<file path="src/rtl/hack_cpu_pkg.sv">
// Shared definitions for the Hack-style CPU: default widths, C-instruction field
// bit positions and the core run/halt state type.
package hack_cpu_pkg;

  localparam int unsigned DEF_W    = 16;
  localparam int unsigned DEF_PC_W = 15;

  // C-instruction field bit positions
  localparam int unsigned IS_C = 15;
  localparam int unsigned D_A  = 5;
  localparam int unsigned D_D  = 4;
  localparam int unsigned D_M  = 3;
  localparam int unsigned J_LT = 2;
  localparam int unsigned J_EQ = 1;
  localparam int unsigned J_GT = 0;

  typedef enum logic [0:0] {
    StRun,
    StHalt
  } state_e;

endpackage

</file>
<file path="src/rtl/pc_unit.sv">
// Program counter register: hold has priority over load, load over increment.
// The increment wraps modulo 2^PC_W.
module pc_unit
  import hack_cpu_pkg::*;
#(
  parameter int unsigned PC_W = DEF_PC_W
) (
  input  logic            clk,
  input  logic            rst_n,
  input  logic            hold,
  input  logic            load,
  input  logic [PC_W-1:0] din,
  output logic [PC_W-1:0] q
);

  logic [PC_W-1:0] q_d, q_q;

  always_comb begin
    q_d = q_q;
    if (hold) begin
      q_d = q_q;
    end else if (load) begin
      q_d = din;
    end else begin
      q_d = q_q + PC_W'(1);
    end
  end

  always_ff @(posedge clk or negedge rst_n) begin
    if (!rst_n) begin
      q_q <= '0;
    end else begin
      q_q <= q_d;
    end
  end

  assign q = q_q;

endmodule

</file>
<file path="src/rtl/cpu_state_regs.sv">
// Architectural state of the Hack-style CPU: A/D/PC registers, C-instruction decode,
// jump evaluation, data-memory write strobe and jump-to-self halt detection.
module cpu_state_regs
  import hack_cpu_pkg::*;
#(
  parameter int unsigned W    = DEF_W,
  parameter int unsigned PC_W = DEF_PC_W
) (
  input  logic            clk,
  input  logic            rst_n,
  input  logic            en,
  input  logic [W-1:0]    instr,
  input  logic [W-1:0]    mux_y,
  input  logic [W-1:0]    alu_out,
  input  logic            zr,
  input  logic            ng,
  output logic [W-1:0]    a_reg,
  output logic [W-1:0]    d_reg,
  output logic [PC_W-1:0] pc,
  output logic [PC_W-1:0] addr_m,
  output logic            write_m,
  output logic            halted
);

  logic [W-1:0]    a_d, a_q;
  logic [W-1:0]    d_d, d_q;
  logic [PC_W-1:0] pc_q;
  state_e          state_q;
  logic            halted_q;

  logic is_c, dest_a, dest_d, dest_m;
  logic load_a, load_d, take, advance, halt_req;

  // Opcode/comp bits are consumed by the ALU and mux, not here.
  logic unused_instr;
  assign unused_instr = ^instr[IS_C-1:D_A+1];

  // Decode
  assign is_c   = instr[IS_C];
  assign dest_a = instr[D_A];
  assign dest_d = instr[D_D];
  assign dest_m = instr[D_M];

  assign load_a = ~is_c | dest_a;
  assign load_d = is_c & dest_d;

  assign take = is_c & ((instr[J_LT] & ng) |
                        (instr[J_EQ] & zr) |
                        (instr[J_GT] & ~ng & ~zr));

  assign advance = en & (state_q == StRun);

  // Only an unconditional jump onto its own address parks the core.
  assign halt_req = advance & take & (instr[J_LT:J_GT] == 3'b111) &
                    (a_q[PC_W-1:0] == pc_q);

  assign write_m = advance & is_c & dest_m & rst_n;

  // A/D next state
  always_comb begin
    a_d = a_q;
    d_d = d_q;
    if (advance) begin
      if (load_a) a_d = mux_y;
      if (load_d) d_d = alu_out;
    end
  end

  always_ff @(posedge clk or negedge rst_n) begin
    if (!rst_n) begin
      a_q <= '0;
      d_q <= '0;
    end else begin
      a_q <= a_d;
      d_q <= d_d;
    end
  end

  // Jump target is the A value before this edge's update.
  pc_unit #(
    .PC_W (PC_W)
  ) u_pc_unit (
    .clk   (clk),
    .rst_n (rst_n),
    .hold  (~advance),
    .load  (take),
    .din   (a_q[PC_W-1:0]),
    .q     (pc_q)
  );

  // Run/halt FSM; HALT is left only through reset.
  always_ff @(posedge clk or negedge rst_n) begin
    if (!rst_n) begin
      state_q  <= StRun;
      halted_q <= 1'b0;
    end else begin
      unique case (state_q)
        StRun: begin
          if (halt_req) begin
            state_q  <= StHalt;
            halted_q <= 1'b1;
          end
        end
        StHalt: begin
          state_q  <= StHalt;
          halted_q <= 1'b1;
        end
        default: begin
          state_q  <= StRun;
          halted_q <= 1'b0;
        end
      endcase
    end
  end

  assign a_reg  = a_q;
  assign d_reg  = d_q;
  assign pc     = pc_q;
  assign addr_m = a_q[PC_W-1:0];
  assign halted = halted_q;

endmodule
</file>
<file path="config.mk">
export PLATFORM = sky130hd
export DESIGN_NAME = cpu_state_regs
export DESIGN_NICKNAME = d
export VERILOG_FILES = /design/src/rtl/hack_cpu_pkg.sv /design/src/rtl/pc_unit.sv /design/src/rtl/cpu_state_regs.sv
export SDC_FILE = /design/constraint.sdc
export NUM_CORES = 1
export LEC_CHECK = 0
export CAP_MARGIN = 20
export CORE_ASPECT_RATIO = 1.2
export CORE_MARGIN = 3
export CORE_UTILIZATION = 42
export DETAILED_ROUTE_END_ITERATION = 10
export GPL_ROUTABILITY_DRIVEN = 1
export GPL_TIMING_DRIVEN = 1
export PLACE_DENSITY = 0.84
export SKIP_CTS_REPAIR_TIMING = 1
export SLEW_MARGIN = 10
export SYNTH_ARGS = -nofsm -noshare
export SYNTH_HDL_FRONTEND = slang
export SYNTH_HIERARCHICAL = 1
export SYNTH_SLANG_ARGS = --single-unit
</file>
<file path="constraint.sdc">
create_clock -name clk -period 2.1 [get_ports clk]
set_input_delay 0.315 -clock clk [delete_from_list [all_inputs] [get_ports clk]]
set_output_delay 0.315 -clock clk [all_outputs]
set_load 0.1 [all_outputs]
</file>
==> impl_results.md <==
- Hold Worst Slack: 0.123 ns
- Clock slew at reported path FFs: 0.09 ns
- Final min period: 1.91 ns
- Finish-stage setup viols: 0
- CTS Buf Count: 5
- CP Data Arrival Time: 2.16 ns
- Clock Tree Buf Depth: 2
- Die Span Y: 92.0 um
- Max VDD drop: 0.758 mV
- Pint: 2.02 mW
- # diodes: 0
- Clk Latency, worst-skew pair: 0.31 ns
- Via count: 2,176
- IO Pins: 117
- Clk_skew: 0.00631 ns
- Pwr/cell area: 1270 nW/um^2
- DRT Pass-1 Iters: 4
- DP HPWL: 4880 um
- Fmax: 524 MHz
- Chip width: 77.7 um
- Nets: 383
- Syn avg cell area: 11.2 um^2
- Initial Util: 0.445
- Mapped cell area: 2590 um^2
- Area of the core: 5820 um^2
- Drt total wl: 6470 um
- # DRC: 0
- Final Hold Viols: 0
- Gp weighted congestion: 0.804
- Unique cell type count in the Yosys netlist: 41
- Hold Path Class: primary input to asynchronous set/reset pin
- Reg2reg setup slack: 0.19 ns
- Post-synth top area share: 0.473
- Ys async rst share: 1.00
- EDFF count, synth: 0
- Root Buffer: clkbuf_8
- Standard-cell rows: 30
- IO Port Bufs: 107
- Ys flop type: dfrtp_1
- Total gr overflow: 0
- Total power: 4.60 mW
- CP endpoint kind: flop
- Combinational power share: 0.567
- Starting DRC count in detailed routing: 126
- Clock network power share: 0.129
- Die footprint: 7150 um^2
- Most frequent cells after synthesis: dfrtp_1, mux2_2, nor2_1, buf_4, xor2_1
- RSZ-0062 raised after global routing: no
- Max-cap viol count: 0
- Max-slew violations: 0
- CTS H-tree lvls: 2
- First-pass GRT wire length: 10,500 um
- Post-layout worst setup margin: 0.190 ns
- Sequential power share: 0.305
- CTS sink cnt: 49
- Vias per cell: 5.31
- P_sw: 2.58 mW
- Final Cycle Share: 0.910
- Routed WL per cell: 15.8 um
- Initial antenna violation count: 0
- DP Area: 3530 um^2
- Sw Ratio: 0.561
- Gr usage total: 0.183
- Area leader, netlist: dfrtp_1
- Util after Layout: 0.623
- Pin count of the biggest net entering global routing: 50
- Count leader, synth: dfrtp_1
- Synth warnings: 6
- Largest cells by area after synthesis: dfrtp_1, mux2_2, buf_4, xor2_1, a22oi_1
- Synth Register Bits: 49
- Pleak: 1.55 nW
- Status: finished clean
- Synthesized Nets: 286
- Antenna-violating nets left: 0
- Slew Limit Headroom: 0.578
- Syn-to-layout area delta: 39.9%
- Crit path max fanout: 7
- TritonCTS clock tree: done
- CP Class: flop to flop
- Least-Margin Pin Slew: 0.632 ns
- Worst endpoint required time: 2.35 ns
- Startpoint Class: flop
- Seq/Total Area, Yosys: 0.473
- Syn Inst Count: 232
- Layout cells sized above 1: 0.391
- DP Worst Slack: 0.0924 ns
- Design area: 3620 um^2
- Vias in the first global route: 2,232
power groups by stage:
stage	registers [mW]	clock network [mW]	logic [mW]
floorplan	2.69	0	0.768
global placement	1.41	0	2.59
detailed placement	1.42	0	2.61
CTS	1.40	0.612	2.62
global route	1.44	0.655	2.69
finish	1.40	0.592	2.61
placed cells by master, fill, tap and decap left out, types with 6 or more instances in the layout:
cell type,n
a22oi_1,10
nor4_1,6
nand2_1,8
dfrtp_1,39
clkbuf_8,6
dfrtp_2,8
xor2_1,11
mux2_2,32
nor2_1,17
clkdlybuf4s50_1,42
buf_4,68
o21ai_0,10
nand4_1,6
nor2b_1,7
worst max-delay path, cell delays in order (launching register included):
cell and delay, ns:
dfrtp_4 0.47, ha_1 0.25, nand4_2 0.14, or4_1 0.56, or3_1 0.34, nand3_1 0.09
area by class of cell:
type	count	area [um^2]
fill	456	2190
sequential	49	1240
multi-input combinational	155	1180
timing repair buffer	114	996
tap	80	100
clock buffer	7	86.3
inverter	4	15.0
clock inverter	1	7.51
routing by layer:
| metal | GRT usage | part of all wire | vias to the layer above |
|---|---|---|---|
| li1 | - | - | 1022 |
| met1 | 0.206 | 0.39 | 1042 |
| met2 | 0.317 | 0.49 | 99 |
| met3 | 0.0688 | 0.099 | 13 |
| met4 | 0.0608 | 0.019 | 0 |
| met5 | 0 | 0 | - |
per-stage QoR:
step / std cells / TNS [ns]
detailed placement: 402 / 0
floorplan: 232 / -0.0227
global placement: 402 / 0
finish: 410 / 0
CTS: 410 / 0
global route: 410 / 0
cells by family (layout without fill, tap and decap cells):
| family | count (synthesis) | after routing | synth area share |
|---|---|---|---|
| AOI/OAI and AO/OA | 35 | 35 | 0.0927 |
| buffers and inverters | 28 | 126 | 0.0763 |
| muxes | 35 | 35 | 0.151 |
| xor gates and xnor gates | 15 | 15 | 0.0507 |
| and+or+nand+nor | 69 | 69 | 0.152 |
| DFF | 49 | 49 | 0.473 |
| adders and majority gates | 1 | 1 | 0.00483 |
final timing paths:
kind | from | endpoint | depth (start not counted)
min reg2reg | halted$_DFFE_PN0P_ | halted$_DFFE_PN0P_ | 2
max | u_pc_unit/q[0]$_DFFE_PN0N_ | u_pc_unit/q[14]$_DFFE_PN0N_ | 5
min | rst_n | d_reg[4]$_DFFE_PN0P_ | 2
max in group asynchronous | rst_n | u_pc_unit/q[0]$_DFFE_PN0N_ | 2
max reg2reg | u_pc_unit/q[0]$_DFFE_PN0N_ | u_pc_unit/q[14]$_DFFE_PN0N_ | 5
min in group clk | halted$_DFFE_PN0P_ | halted$_DFFE_PN0P_ | 2
No activity file was read; power rests on OpenSTA's default activity.
